==> config.mk <==
export PLATFORM = sky130hd
export DESIGN_NAME = tone_synth_core
export DESIGN_NICKNAME = d
export VERILOG_FILES = /design/src/rtl/tone_synth_core.sv
export SDC_FILE = /design/constraint.sdc
export NUM_CORES = 1
export LEC_CHECK = 0
export BUFFER_PORTS_ARGS = -buffer_cell sky130_fd_sc_hd__buf_2
export CAP_MARGIN = 40
export CORE_AREA = 5 5 88 90
export CTS_BUF_LIST = sky130_fd_sc_hd__clkbuf_4
export DETAILED_ROUTE_END_ITERATION = 12
export DIE_AREA = 0 0 93 95
export PLACE_DENSITY = 0.52
export REMOVE_ABC_BUFFERS = 1
export SKIP_CTS_REPAIR_TIMING = 1
export SLEW_MARGIN = 20
export SYNTH_ARGS = -nofsm -noshare
export SYNTH_HDL_FRONTEND = slang
export SYNTH_SLANG_ARGS = --single-unit
==> constraint.sdc <==
create_clock -name clk -period 6.93 [get_ports clk]
set_input_delay 1.0395 -clock clk [delete_from_list [all_inputs] [get_ports clk]]
set_output_delay 1.0395 -clock clk [all_outputs]
set_load 0.03 [all_outputs]
==> src/rtl/tone_synth_core.sv <==
// tone_synth_core: registered note-code front end with an internal
// preset-load divider that drives the speaker square wave. Note changes
// take effect only at divider overflow (or immediately from rest), so a
// running period is never cut short. Also provides a rest mode, an
// octave-up mode, a run enable, and registered solfege digit/octave
// outputs for the 7-segment display.
module tone_synth_core #(
  parameter int CODE_W = 5,
  parameter int CNT_W  = 11
) (
  input  logic              clk,
  input  logic              rst_n,
  input  logic              en,
  input  logic [CODE_W-1:0] code,
  input  logic              oct_up,
  output logic              spk,
  output logic              period_tick,
  output logic              note_valid,
  output logic [3:0]        note_digit,
  output logic [1:0]        note_oct
);

  localparam logic [CNT_W-1:0] CNT_MAX   = '1;
  localparam int               NUM_NOTES = 21;

  // Codes 1..21 are notes; 0 and anything above 21 mean rest.
  function automatic logic is_note_f(input logic [CODE_W-1:0] c);
    return (int'(c) >= 1) && (int'(c) <= NUM_NOTES);
  endfunction

  // Divider preset per note; the divider counts preset..MAX.
  function automatic logic [CNT_W-1:0] preset_f(input logic [CODE_W-1:0] c);
    case (int'(c))
      1:       return CNT_W'(137);
      2:       return CNT_W'(345);
      3:       return CNT_W'(531);
      4:       return CNT_W'(616);
      5:       return CNT_W'(773);
      6:       return CNT_W'(912);
      7:       return CNT_W'(1036);
      8:       return CNT_W'(1092);
      9:       return CNT_W'(1197);
      10:      return CNT_W'(1290);
      11:      return CNT_W'(1332);
      12:      return CNT_W'(1410);
      13:      return CNT_W'(1480);
      14:      return CNT_W'(1542);
      15:      return CNT_W'(1570);
      16:      return CNT_W'(1622);
      17:      return CNT_W'(1668);
      18:      return CNT_W'(1690);
      19:      return CNT_W'(1728);
      20:      return CNT_W'(1764);
      21:      return CNT_W'(1795);
      default: return '0;
    endcase
  endfunction

  // Halve a period for octave-up, never letting it collapse to zero.
  function automatic logic [CNT_W:0] sat_half_f(input logic [CNT_W:0] p);
    logic [CNT_W:0] h;
    h = p >> 1;
    return (h == '0) ? {{CNT_W{1'b0}}, 1'b1} : h;
  endfunction

  // Counter load value: 2^CNT_W minus the (possibly halved) period.
  function automatic logic [CNT_W-1:0] load_f(input logic [CODE_W-1:0] c,
                                              input logic              up);
    logic [CNT_W:0] full;
    logic [CNT_W:0] per;
    logic [CNT_W:0] ld;
    full = {1'b1, {CNT_W{1'b0}}};
    per  = full - {1'b0, preset_f(c)};
    if (up) per = sat_half_f(per);
    ld = full - per;
    return CNT_W'(ld);
  endfunction

  // Display decode: skip the unused slots so each octave holds digits 1..7.
  // Result is {oct[1:0], digit[3:0]}; rest shows 0/0.
  function automatic logic [5:0] disp_f(input logic [CODE_W-1:0] c);
    logic [4:0] c5;
    logic [4:0] t;
    c5 = c[4:0];
    if (!is_note_f(c)) return '0;
    if (c5 >= 5'd15)     t = c5 + 5'd2;
    else if (c5 >= 5'd8) t = c5 + 5'd1;
    else                 t = c5;
    return {t[4:3], 1'b0, t[2:0]};
  endfunction

  logic [CNT_W-1:0]  cnt_q,  cnt_d;
  logic              spk_q,  spk_d;
  logic [CODE_W-1:0] code_q, code_d;
  logic [5:0]        disp_q, disp_d;

  logic playing;
  logic at_max;
  logic sample;

  assign playing = is_note_f(code_q);
  assign at_max  = (cnt_q == CNT_MAX);
  // Inputs are taken only at a period boundary or while resting.
  assign sample  = en && (!playing || at_max);

  // Next-state: sample a new note at the boundary, otherwise keep counting.
  always_comb begin
    cnt_d  = cnt_q;
    spk_d  = spk_q;
    code_d = code_q;
    disp_d = disp_q;
    if (en) begin
      if (sample) begin
        disp_d = disp_f(code);
        if (is_note_f(code)) begin
          code_d = code;
          cnt_d  = load_f(code, oct_up);
          // Coming out of rest the wave starts low; otherwise toggle.
          spk_d  = playing ? ~spk_q : 1'b0;
        end else begin
          code_d = '0;
          cnt_d  = '0;
          spk_d  = 1'b0;
        end
      end else begin
        cnt_d = cnt_q + CNT_W'(1);
      end
    end
  end

  // State registers; reset forces silence immediately.
  always_ff @(posedge clk or negedge rst_n) begin
    if (!rst_n) begin
      cnt_q  <= '0;
      spk_q  <= 1'b0;
      code_q <= '0;
      disp_q <= '0;
    end else begin
      cnt_q  <= cnt_d;
      spk_q  <= spk_d;
      code_q <= code_d;
      disp_q <= disp_d;
    end
  end

  assign spk         = spk_q;
  assign note_valid  = playing;
  assign period_tick = en && playing && at_max;
  assign note_digit  = disp_q[3:0];
  assign note_oct    = disp_q[5:4];

endmodule

==> impl_metrics.csv <==
group,metric,value,unit
critical_path,cpMostUsedCell,"inv_1",
yosys,synthArstFlopShare,100,%
placed_design,io_buffers,16,
critical_path,arrival,5.80,ns
power,ir_worst_vdd,87.3,uV
yosys,synth_largest_area_cell,"dfrtp_1",
grt,overflow,0,
detailed_routing,wl,7020,um
detailed_routing,routed-via-count,2536,
status,status,"finished clean",
cells_and_area,final_common_cell,"nand2_1",
critical_path,cpMaxStageDelayCell,"a31oi_1",
clock_tree,cts_tree,"yes",
detailed_routing,wl_per_cell,16.3,um
yosys,yosysTopAreaCellShare,20.8,%
critical_path,path_buf_inv,5,
yosys,synth-edff-count,0,
clock_tree,cts_root_buf,"clkbuf_4",
placed_design,place.gp.congestion,0.860,
yosys,ys_ff_latch,22,
grt,antenna_found_initial,0,
floorplan,row_count,31,
cells_and_area,drive_gt1_share,10.3,%
timing,rsz0062_at_grt,"false",
grt,grt_usage,16.3,%
clock_tree,clkSlewWorstSetupHoldPaths,0.13,ns
timing,tns,0,ns
yosys,ys_warn_count,0,
timing,setup_viol,0,
cells_and_area,final_cell_mix,"nand2_1, nor2_1, o21ai_0",
timing,slew_violations,0,
grt,use_met1,23.5,%
grt,met3_usage,0.876,%
yosys,synth_cell_types,59,
flow_run,max_cap_violations,0,
critical_path,required,7.13,ns
placed_design,dp_hpwl,5450,um
grt,globalRouteMet2Util,26.8,%
cells_and_area,final_nets,378,
clock_tree,htreeDepth,1,
grt,grt_max_degree,35,
yosys,synth_area,0.00265,sq mm
timing,slew_headroom,50.8,%
yosys,syn_avg_cell_area,7.67,sq um
power,p_leak,0.00114,uW
critical_path,crit_family,"compound AO/OA/AOI/OAI gates",
clock_tree,cts_buffer_depth,2,
detailed_routing,drtAntennaViolNets,0,
yosys,synth_top_cells_by_area,"dfrtp_1, ha_1, xnor2_1, nand2_1, o21ai_0",
critical_path,crit_fanout,12,
clock_tree,cts_num_sinks,22,
clock_tree,cts-buffers-inserted,3,
timing,worst_pin_slew,0.733,ns
power,p_per_area,248,mW/mm^2
yosys,synth-main-ff-cell,"dfrtp_1",
floorplan,core-area,0.00698,sq mm
timing,setup_ws,1.32,ns
detailed_routing,drt_first_pass_iters,4,
timing,period_minus_slack,5.61,ns
hold_path,hp-class,"reg -> reg",
critical_path,critPathKind,"in -> reg",
critical_path,startpoint_type,"input port",
critical_path,critPathCaptureType,"register",
grt,top_usage_layer,"met2",
timing,finalHoldViolations,0,
floorplan,die_area,0.00884,sq mm
timing,fin_worst_skew,0.00974,ns
floorplan,chipWidth,93,um
detailed_routing,first_iter_violations,189,
floorplan,die_h,95,um
timing,fmax,178,MHz
detailed_routing,route.detailed.drc,0,
cells_and_area,area_delta_synth_final,6.37,%
timing,finalCritPeriodShare,80.9,%
critical_path,max_stage_delay,0.49,ns
critical_path,crit_chain,"buf_2, inv_1, ha_1, nand2_1, nor2_1, a221o_1, inv_1, ha_1, inv_1, nor4_4, a211oi_1, a31oi_1, a2111oi_4, o22ai_1, ha_1, inv_1, nor4b_2, nand2_1, xnor2_1, mux2i_1, a221o_1",
placed_design,pre_cts_ws,1.04,ns
yosys,ys_seq_area_share,20.8,%
cells_and_area,fillers,706,
floorplan,ios,18,
floorplan,initial_core_util,38.0,%
grt,grt_pass1_vias,2326,
detailed_routing,vias_per_cell,5.87,
yosys,synth_cells,346,
grt,grt_pass1_wl,11800,um
clock_tree,clkLatencyLatePin,0.31,ns
cells_and_area,n_antenna_cell,0,
-- path summary, 6_finish.rpt --
check / from / endpoint / slack (ns) / cells past startpoint
min in group asynchronous: rst_n / disp_q[4]$_DFFE_PN0P_ / 0.67 / 1
max in group asynchronous: rst_n / cnt_q[5]$_DFFE_PN0P_ / 5.92 / 1
min: spk$_DFFE_PN0P_ / spk$_DFFE_PN0P_ / 0.49 / 1
max reg2reg: cnt_q[0]$_DFFE_PN0P_ / cnt_q[4]$_DFFE_PN0P_ / 3.74 / 11
min reg2reg: spk$_DFFE_PN0P_ / spk$_DFFE_PN0P_ / 0.49 / 1
max: code[1] / cnt_q[6]$_DFFE_PN0P_ / 1.32 / 21
-- flip-flops by register name, indices dropped and copies added (netlist names) --
register / count
disp_q: 5
cnt_q: 11
spk: 1
code_q: 5
-- synthesized netlist by cell type (all sizes together) (5+ instances only) --
library cell and n:
a21oi 19, or4 5, nor3 11, nand2b 12, inv 14, dfrtp 22
o21ai 27, xnor2 17, nand2 35, ha 18, nand3 10, nor3b 7
nor2 27, clkbuf 9, mux2i 7, nor4 9, and3 10, buf 8
a31oi 5, nor2b 6, a311oi 8
-- stage by stage --
stage | area, sq um | power [uW] | utilization (%) | hold WS [ns] | cells
floorplan | 2580 | 494 | - | 0.449 | 329
global placement | 2770 | 606 | 39.7 | 0.460 | 428
detailed placement | 2770 | 604 | 39.7 | 0.467 | 428
CTS | 2820 | 704 | 40.4 | 0.491 | 432
global route | 2820 | 757 | 40.4 | 0.505 | 432
finish | 2820 | 699 | 40.4 | 0.487 | 432
-- report_power, final --
part	switching, uW	leakage [uW]	internal (uW)
Sequential	42.9	0.000274	183
Combinational	239	0.000835	137
Clock	39.9	0.0000279	58.4
Total	322	0.00114	378
-- layout make-up --
type                            instances  area [sq um]  area share [%]
Inverter                               15          56.3            2.00
Sequential cell                        22           551            19.5
Clock buffer                            3          22.5           0.798
Clock inverter                          1          30.0            1.06
Multi-Input combinational cell        292          1970            69.9
Timing Repair Buffer                   17          87.6            3.10
Tap cell                               82           103            3.64
-- routing by layer --
layer  routed length, um  part of all wire (%)  up-vias
met5                   0                     0        -
met4                  77                   1.1        0
met3                 194                   2.8        6
met2                3220                    46       52
met1                3530                    50     1188
li1                    -                     -     1290
-- logic make-up after synthesis --
family	share of synthesized area, %
AOI/OAI and AO/OA	25.0
xor gates and xnor gates	6.27
and+or+nand+nor	31.8
buffers and inverters	4.91
muxes	2.64
other	0.141
adders and majority gates	8.49
DFF	20.8
Power figures use the tool's default switching activity.
